## config.mk

```make
export PLATFORM = sky130hd
export DESIGN_NAME = coin_acceptor_flat
export DESIGN_NICKNAME = d
export VERILOG_FILES = /design/src/rtl/coin_acceptor_if.sv /design/src/rtl/coin_acceptor.sv /design/src/flat_wrapper.sv
export SDC_FILE = /design/constraint.sdc
export NUM_CORES = 1
export LEC_CHECK = 0
export BUFFER_PORTS_ARGS = -buffer_cell sky130_fd_sc_hd__buf_4
export CORE_UTILIZATION = 56
export CTS_CLUSTER_DIAMETER = 60
export DETAILED_ROUTE_END_ITERATION = 8
export PLACE_DENSITY = 0.77
export SYNTH_ARGS = -nofsm -noshare
export SYNTH_HDL_FRONTEND = slang
export SYNTH_SLANG_ARGS = --single-unit
```

## constraint.sdc

```tcl
create_clock -name clk -period 2.3 [get_ports clk]
set_input_delay 0.345 -clock clk [delete_from_list [all_inputs] [get_ports clk]]
set_output_delay 0.345 -clock clk [all_outputs]
set_load 0.02 [all_outputs]
```

## src/rtl/coin_acceptor_if.sv

```systemverilog
// Coin-path signals between the chute sensors / machine control and the coin acceptor.
interface coin_acceptor_if #(
    parameter int CNT_W = 8
);
    logic             sense_5;
    logic             sense_10;
    logic             inhibit;
    logic [1:0]       coin;
    logic             reject;
    logic [CNT_W-1:0] coin_count;
    logic             busy;

    modport master (
        output sense_5, sense_10, inhibit,
        input  coin, reject, coin_count, busy
    );

    modport slave (
        input  sense_5, sense_10, inhibit,
        output coin, reject, coin_count, busy
    );
endinterface

```

## src/rtl/coin_acceptor.sv

```systemverilog
// Synchronises and debounces the two chute sensors and emits one coin code or reject per insertion.
// state        | meaning
// IDLE         | no insertion in progress, waiting for a nonzero sample
// DEBOUNCE     | candidate captured, counting consecutive matching samples
// WAIT_RELEASE | insertion classified, waiting for a qualified all-clear
module coin_acceptor #(
    parameter int DEBOUNCE_CYCLES = 4,
    parameter int CNT_W           = 8
) (
    input logic             clk,
    input logic             rst,
    coin_acceptor_if.slave  bus
);
    typedef enum logic [1:0] {IDLE, DEBOUNCE, WAIT_RELEASE} state_t;

    localparam logic [7:0]       DB_LEN  = 8'(DEBOUNCE_CYCLES);
    localparam logic [CNT_W-1:0] CNT_MAX = '1;

    state_t           state, state_nx;
    logic [1:0]       sync_1, s;
    logic [1:0]       cand, cand_nx;
    logic [7:0]       cnt, cnt_nx, cnt_inc;
    logic             classify;
    logic [1:0]       coin_q, coin_nx;
    logic             reject_q, reject_nx;
    logic [CNT_W-1:0] count_q, count_nx;
    logic             busy_q;

    assign cnt_inc = cnt + 8'd1;

    always_ff @(posedge clk or negedge rst) begin
        if (!rst) begin
            sync_1   <= 2'b00;
            s        <= 2'b00;
            state    <= IDLE;
            cand     <= 2'b00;
            cnt      <= 8'd0;
            coin_q   <= 2'b00;
            reject_q <= 1'b0;
            count_q  <= '0;
            busy_q   <= 1'b0;
        end else begin
            sync_1   <= {bus.sense_10, bus.sense_5};
            s        <= sync_1;
            state    <= state_nx;
            cand     <= cand_nx;
            cnt      <= cnt_nx;
            coin_q   <= coin_nx;
            reject_q <= reject_nx;
            count_q  <= count_nx;
            busy_q   <= (state_nx != IDLE);
        end
    end

    always_comb begin
        state_nx = state;
        cand_nx  = cand;
        cnt_nx   = cnt;
        classify = 1'b0;
        case (state)
            IDLE: begin
                if (s != 2'b00) begin
                    cand_nx = s;
                    // A one-sample debounce qualifies on the capture edge itself.
                    if (DB_LEN == 8'd1) begin
                        classify = 1'b1;
                        cnt_nx   = 8'd0;
                        state_nx = WAIT_RELEASE;
                    end else begin
                        cnt_nx   = 8'd1;
                        state_nx = DEBOUNCE;
                    end
                end
            end
            DEBOUNCE: begin
                if (s != cand) begin
                    cnt_nx   = 8'd0;
                    state_nx = IDLE;
                end else if (cnt_inc == DB_LEN) begin
                    classify = 1'b1;
                    cnt_nx   = 8'd0;
                    state_nx = WAIT_RELEASE;
                end else begin
                    cnt_nx = cnt_inc;
                end
            end
            WAIT_RELEASE: begin
                if (s != 2'b00) begin
                    cnt_nx = 8'd0;
                end else if (cnt_inc == DB_LEN) begin
                    cnt_nx   = 8'd0;
                    state_nx = IDLE;
                end else begin
                    cnt_nx = cnt_inc;
                end
            end
            default: begin
                cnt_nx   = 8'd0;
                state_nx = IDLE;
            end
        endcase
    end

    always_comb begin
        coin_nx   = 2'b00;
        reject_nx = 1'b0;
        count_nx  = count_q;
        if (classify) begin
            if (cand_nx == 2'b11 || bus.inhibit) begin
                reject_nx = 1'b1;
            end else begin
                coin_nx = cand_nx;
                if (count_q != CNT_MAX)
                    count_nx = count_q + 1'b1;
            end
        end
    end

    assign bus.coin       = coin_q;
    assign bus.reject     = reject_q;
    assign bus.coin_count = count_q;
    assign bus.busy       = busy_q;
endmodule
```

## src/flat_wrapper.sv

```systemverilog
// flat-port wrapper written by rule: the top's interface ports become plain ports
module coin_acceptor_flat 
#(
    parameter int DEBOUNCE_CYCLES = 4,
    parameter int CNT_W           = 8
)
  (clk, rst, bus_sense_5, bus_sense_10, bus_inhibit, bus_coin, bus_reject, bus_coin_count, bus_busy);
  coin_acceptor_if #(.CNT_W(CNT_W)) bus_i ();
  input logic clk;
  input logic rst;
  input wire logic [$bits(bus_i.sense_5)-1:0] bus_sense_5;
  input wire logic [$bits(bus_i.sense_10)-1:0] bus_sense_10;
  input wire logic [$bits(bus_i.inhibit)-1:0] bus_inhibit;
  output wire logic [$bits(bus_i.coin)-1:0] bus_coin;
  output wire logic [$bits(bus_i.reject)-1:0] bus_reject;
  output wire logic [$bits(bus_i.coin_count)-1:0] bus_coin_count;
  output wire logic [$bits(bus_i.busy)-1:0] bus_busy;
  assign bus_i.sense_5 = bus_sense_5;
  assign bus_i.sense_10 = bus_sense_10;
  assign bus_i.inhibit = bus_inhibit;
  assign bus_coin = bus_i.coin;
  assign bus_reject = bus_i.reject;
  assign bus_coin_count = bus_i.coin_count;
  assign bus_busy = bus_i.busy;
  coin_acceptor #(.DEBOUNCE_CYCLES(DEBOUNCE_CYCLES), .CNT_W(CNT_W)) u_core (.clk(clk), .rst(rst), .bus(bus_i));
endmodule
```

[Yosys cells after proc, flatten, opt, wreduce, memory -nomap -nowiden]
Index checks and enable logic that the tools add are counted.
Cells by class
  bitwise operators: 1
  reduce and logical (&&, ||, !) cells: 5
  muxes and demuxes: 20
  eq/ne operators: 7
  add/subtract/negate cells: 2
Operator list (number)
  $mux W8: 4
  $pmux W8 S3: 1
  $mux W2: 9
  $add A8 B1 Y8 const B: 2
  $eq A8 B3 Y1 const B: 1
  $ne A8 B8 Y1 const B: 1
  $pmux W2 S3: 1
  $mux W1: 5
  $eq A2 B2 Y1 const B: 2
  $reduce_bool A2 Y1: 2
  $reduce_and A3 Y1: 1
  $eq A2 B1 Y1 const B: 1
  $logic_not A2 Y1: 1
  $ne A2 B1 Y1 const B: 1
  $ne A2 B2 Y1: 1
  $logic_or A1 B1 Y1: 1
  $not A1 Y1: 1
Word-level totals
  register bits after elaboration: 28
  word-level logic and storage cells: 44
  output and inout port bits: 12
  input bits: 5

[Longest topological paths before layout]
  depth in word-level cells: 7
  depth in mapped cells: 7
  gate-level depth less buffers: 6

[Worst setup path after synthesis]
Ideal clock, no wire load.
  path type: reg2reg
  start: register u_core.count_q[0] (netlist: u_core.bus.coin_count[0])
  end: register u_core.count_q[1] (netlist: u_core.bus.coin_count[1])
  clock period less this slack: 1972 ps
  required time: 2172 ps
  setup time: 128 ps
  path buffers: 0
  arrival time: 1845 ps
  slack: 328 ps
  stages on the path, launching flop included: 6
  cell sequence: dfrtp_1 -> ha_1 -> nand3_1 -> nor3_1 -> nor3_2 -> mux2_1
Between the ends
  cells in the longest elaborated chain, start to end: 2
  elaborated cells on any way between the ends: 3
  classes of those cells: add/sub (1); eq/ne (1); reduce/logical (1)
Ends and longest elaborated chain
  from (decl): RTL line coin_acceptor.sv:26  | logic [CNT_W-1:0] count_q, count_nx;
  from (signal assigned): RTL line coin_acceptor.sv:50  | count_q <= count_nx;
  parallel branches: the longest is 2 deep, another holds $add A8 B1 Y8
Several ways; the timed one is not identified.
A chain may end at the register's enable or synchronous reset.

[Final worst setup path]
Same ends and word-level chain as after synthesis.

==> results.md <==
- Max clock buf depth: 2
- Setup TNS Final: 0 ps
- Number of global-route vias before repair: 1029
- Fin cells: approximately 180
- Clock Skew: about 1.8 ps
- Tcrit/Tclk final: 0.938
- Hold Buf Count CTS: 1
- Smallest setup slack after layout: 144 ps
- DRC errors left: 0
- Synth-to-layout area growth: 15.0%
- Postcts setup bufs: 0
- # IOs: 17
- Antenna-violating nets left: 0
- Vias per inst: 5.87
- Slowest CP cell: nor3_1
- Synth top area share: 0.511
- Antenna violations before repair: 0
- Finished layout cell area: around 1600 µm²
- Worst Max-Slew Pin Slew: between 900 and 1000 ps
- Adder-Cell Fraction of Synth Area: 0.0182
- FP Rows: 17
- Placed insts: ~180
- Main combinational cell family by area after synthesis: simple AND/OR/NAND/NOR gates
- WP data required: between 2000 and 3000 ps
- I/O Buffers: 16
- First-pass GRT wire length: between 4000 and 5000 µm
- Total Nets Final: roughly 160
- Critical-path cell list: ha_1 -> nand3_1 -> nor3_1 -> nor3_2 -> mux2_1
- Global Route Usage Sum: 0.237
- Slew Viols, Final: 0
- EDFF count, synth: 0
- Die Ht: 51.5 µm
- Max_cap viols: 0
- Status: finished clean
- Ys flop type: dfrtp_1
- Final setup violation count: 0
- CTS tree: yes
- Arr. time, crit path: 2390 ps
- Pre-CTS WS: 205 ps
- RSZ-0062 raised after global routing: false
- DR WL/cell: roughly 15 µm
- Avg Inst Size Synth: around 10 µm²
- Crit path capture type: register
- CTS resizes: 0
- H-tree levels: 1
- Post-synth top cells: 28 x dfrtp_1, 16 x nand2_1, 7 x nor2_1, 7 x o21ai_0, 7 x o21ai_1
- Yosys top cell by area: dfrtp_1
- Post-synthesis xor/xnor area fraction: 0.0693
- Most frequent cell after synthesis: dfrtp_1
- RR Endpoint: u_core.bus.coin_count[1]
- Tot Pwr: about 1.3 mW
- DR pass1 iterations: 4
- Worst path bufs/invs: 0
- Area post-placement: approximately 1500 µm²
- Warnings from Yosys: 0
- Hold WS: roughly 110 ps
- Post-synthesis mux area share: 0.0164
- Flop2flop setup slack: around 140 ps
- Hold Violations, Final: 0
- Worst Hold Path EP: u_core.sync_1[1]
- Leakage power total: roughly 0.69 nW
- Hold Crit Start: bus_sense_10
- Post-layout minimum cycle time: 2160 ps
- Initial DRC Count: 21
- Synth Area in Simple Gates: 0.249
- Num CTS Buffers: 3
- Complex-gate fraction of the synthesized area: 0.120
- Startpoint Class: register
- Antenna Cells: 0
- Post-synthesis register bit count: 28
- Worst-path fanout max: 6
- Die area: roughly 2700 µm²
- CP max stage delay: 770 ps
- Root Driver: clkbuf_4
- Post-synth net total: 140
- HP Class: input pin to register
- CTS clk-pin slew, worst paths: ~150 ps
- Share of synthesized registers carrying an async set or reset: 1.00
- Post-layout util: 0.699
- PD cells: roughly 840 nW/µm²
- Final Wtd Congestion: ~0.88
- Total grt overflow: 0
- Initial core utilization: 0.608
- Register area share after synthesis: 0.511
- Cell Area, Synth: roughly 1400 µm²
- Post-Synthesis Cells: around 130
- Hold path cells: 1
- Synth top area cells: dfrtp_1 51%, nand2_1 4.4%, xor2_1 3.8%, nor4_2 2.7%, o21ai_0 2.6%
- Via Count: around 1100
- Reg-to-Reg Start: u_core.bus.coin_count[0]
- Share of cells above drive strength 1: 0.209
- Maximum VDD drop: 0.561 mV
- Fmax: approximately 460 MHz
- Wirelength, routed: 2710 µm
- Crit Path Category: register to register
- Distinct cell type count after synthesis: 40
- Relative slew slack: 0.342
- # clock sinks: 28
- Core area: 2250 µm²
- Worst path top cell family by delay: simple AND/OR/NAND/NOR gates
- Worst-skew pair later-pin latency: 330 ps
- Die width: 51.5 µm
- Worst reg-to-reg path cell count: 5
- Largest net degree at the start of global routing: 29
- Post-DP HPWL: 2020 µm
-- worst max-delay path by stage --
stage,cells past startpoint,end,slack (ps),start
floorplan,5,u_core.bus.coin_count[1],330,u_core.bus.coin_count[0]
global placement,5,u_core.bus.coin_count[1],260,u_core.s[0]
detailed placement,5,u_core.bus.coin_count[1],210,u_core.s[0]
CTS,5,u_core.bus.coin_count[1],180,u_core.s[0]
global route,5,u_core.bus.coin_count[1],20,u_core.bus.coin_count[0]
finish,5,u_core.bus.coin_count[1],140,u_core.bus.coin_count[0]
-- metal layers --
metal | share of wire | up-vias | GRT usage
li1 | - | 521 | -
met1 | 0.45 | 510 | 0.272
met3 | 0.025 | 6 | 0.0417
met2 | 0.51 | 26 | 0.413
met5 | 0 | - | 0
met4 | 0.022 | 0 | 0.131
-- final cells by class --
class | count | area, µm²
clock buffers | 4 | 36.3
fillers | 165 | 678
inverters | 1 | 3.75
multi-input cells | 100 | 648
flip-flops and latches | 28 | 701
well taps | 28 | 35.0
repair buffers | 20 | 153
-- worst reg2reg max path: cells and delay by family (launching register included) --
| family | cells | cell delay, ps |
|---|---|---|
| multiplexers | 1 | 340 |
| flip-flops | 1 | 480 |
| adder cells (fa/ha/maj) | 1 | 230 |
| AND/OR/NAND/NOR | 3 | 1020 |
-- logic make-up after synthesis --
kind of cell | after synthesis
and+or+nand+nor | 59
adders and majority gates | 2
xor gates and xnor gates | 10
buffers and inverters | 5
muxes | 2
DFF | 28
AOI/OAI and AO/OA | 27
-- cells in the final DEF, fill, tap and decap left out, types with 2 or more instances in the layout --
cell       n
dfrtp_1   28
buf_4     19
nand2_1   16
nor2_1     7
o21ai_0    7
o21ai_1    7
nor3_1     6
nand3_1    6
xor2_1     6
a21oi_1    5
and3_1     3
xnor2_1    3
nand2b_1   3
nor4_2     3
clkbuf_4   3
a31oi_1    2
or4_1      2
mux2_1     2
ha_1       2
-- flip-flops by register name, indices dropped and copies added (netlist names) --
| name | cells |
|---|---|
| u_core.bus.busy | 1 |
| u_core.bus.coin_count | 8 |
| u_core.cand | 2 |
| u_core.sync_1 | 2 |
| u_core.state | 2 |
| u_core.s | 2 |
| u_core.bus.coin | 2 |
| u_core.cnt | 8 |
| u_core.bus.reject | 1 |
-- where the power goes --
part | switching [mW] | internal, mW
registers | 0.0845 | 0.567
clock network | 0.146 | 0.0970
logic | 0.256 | 0.168
Power figures use the tool's default switching activity.
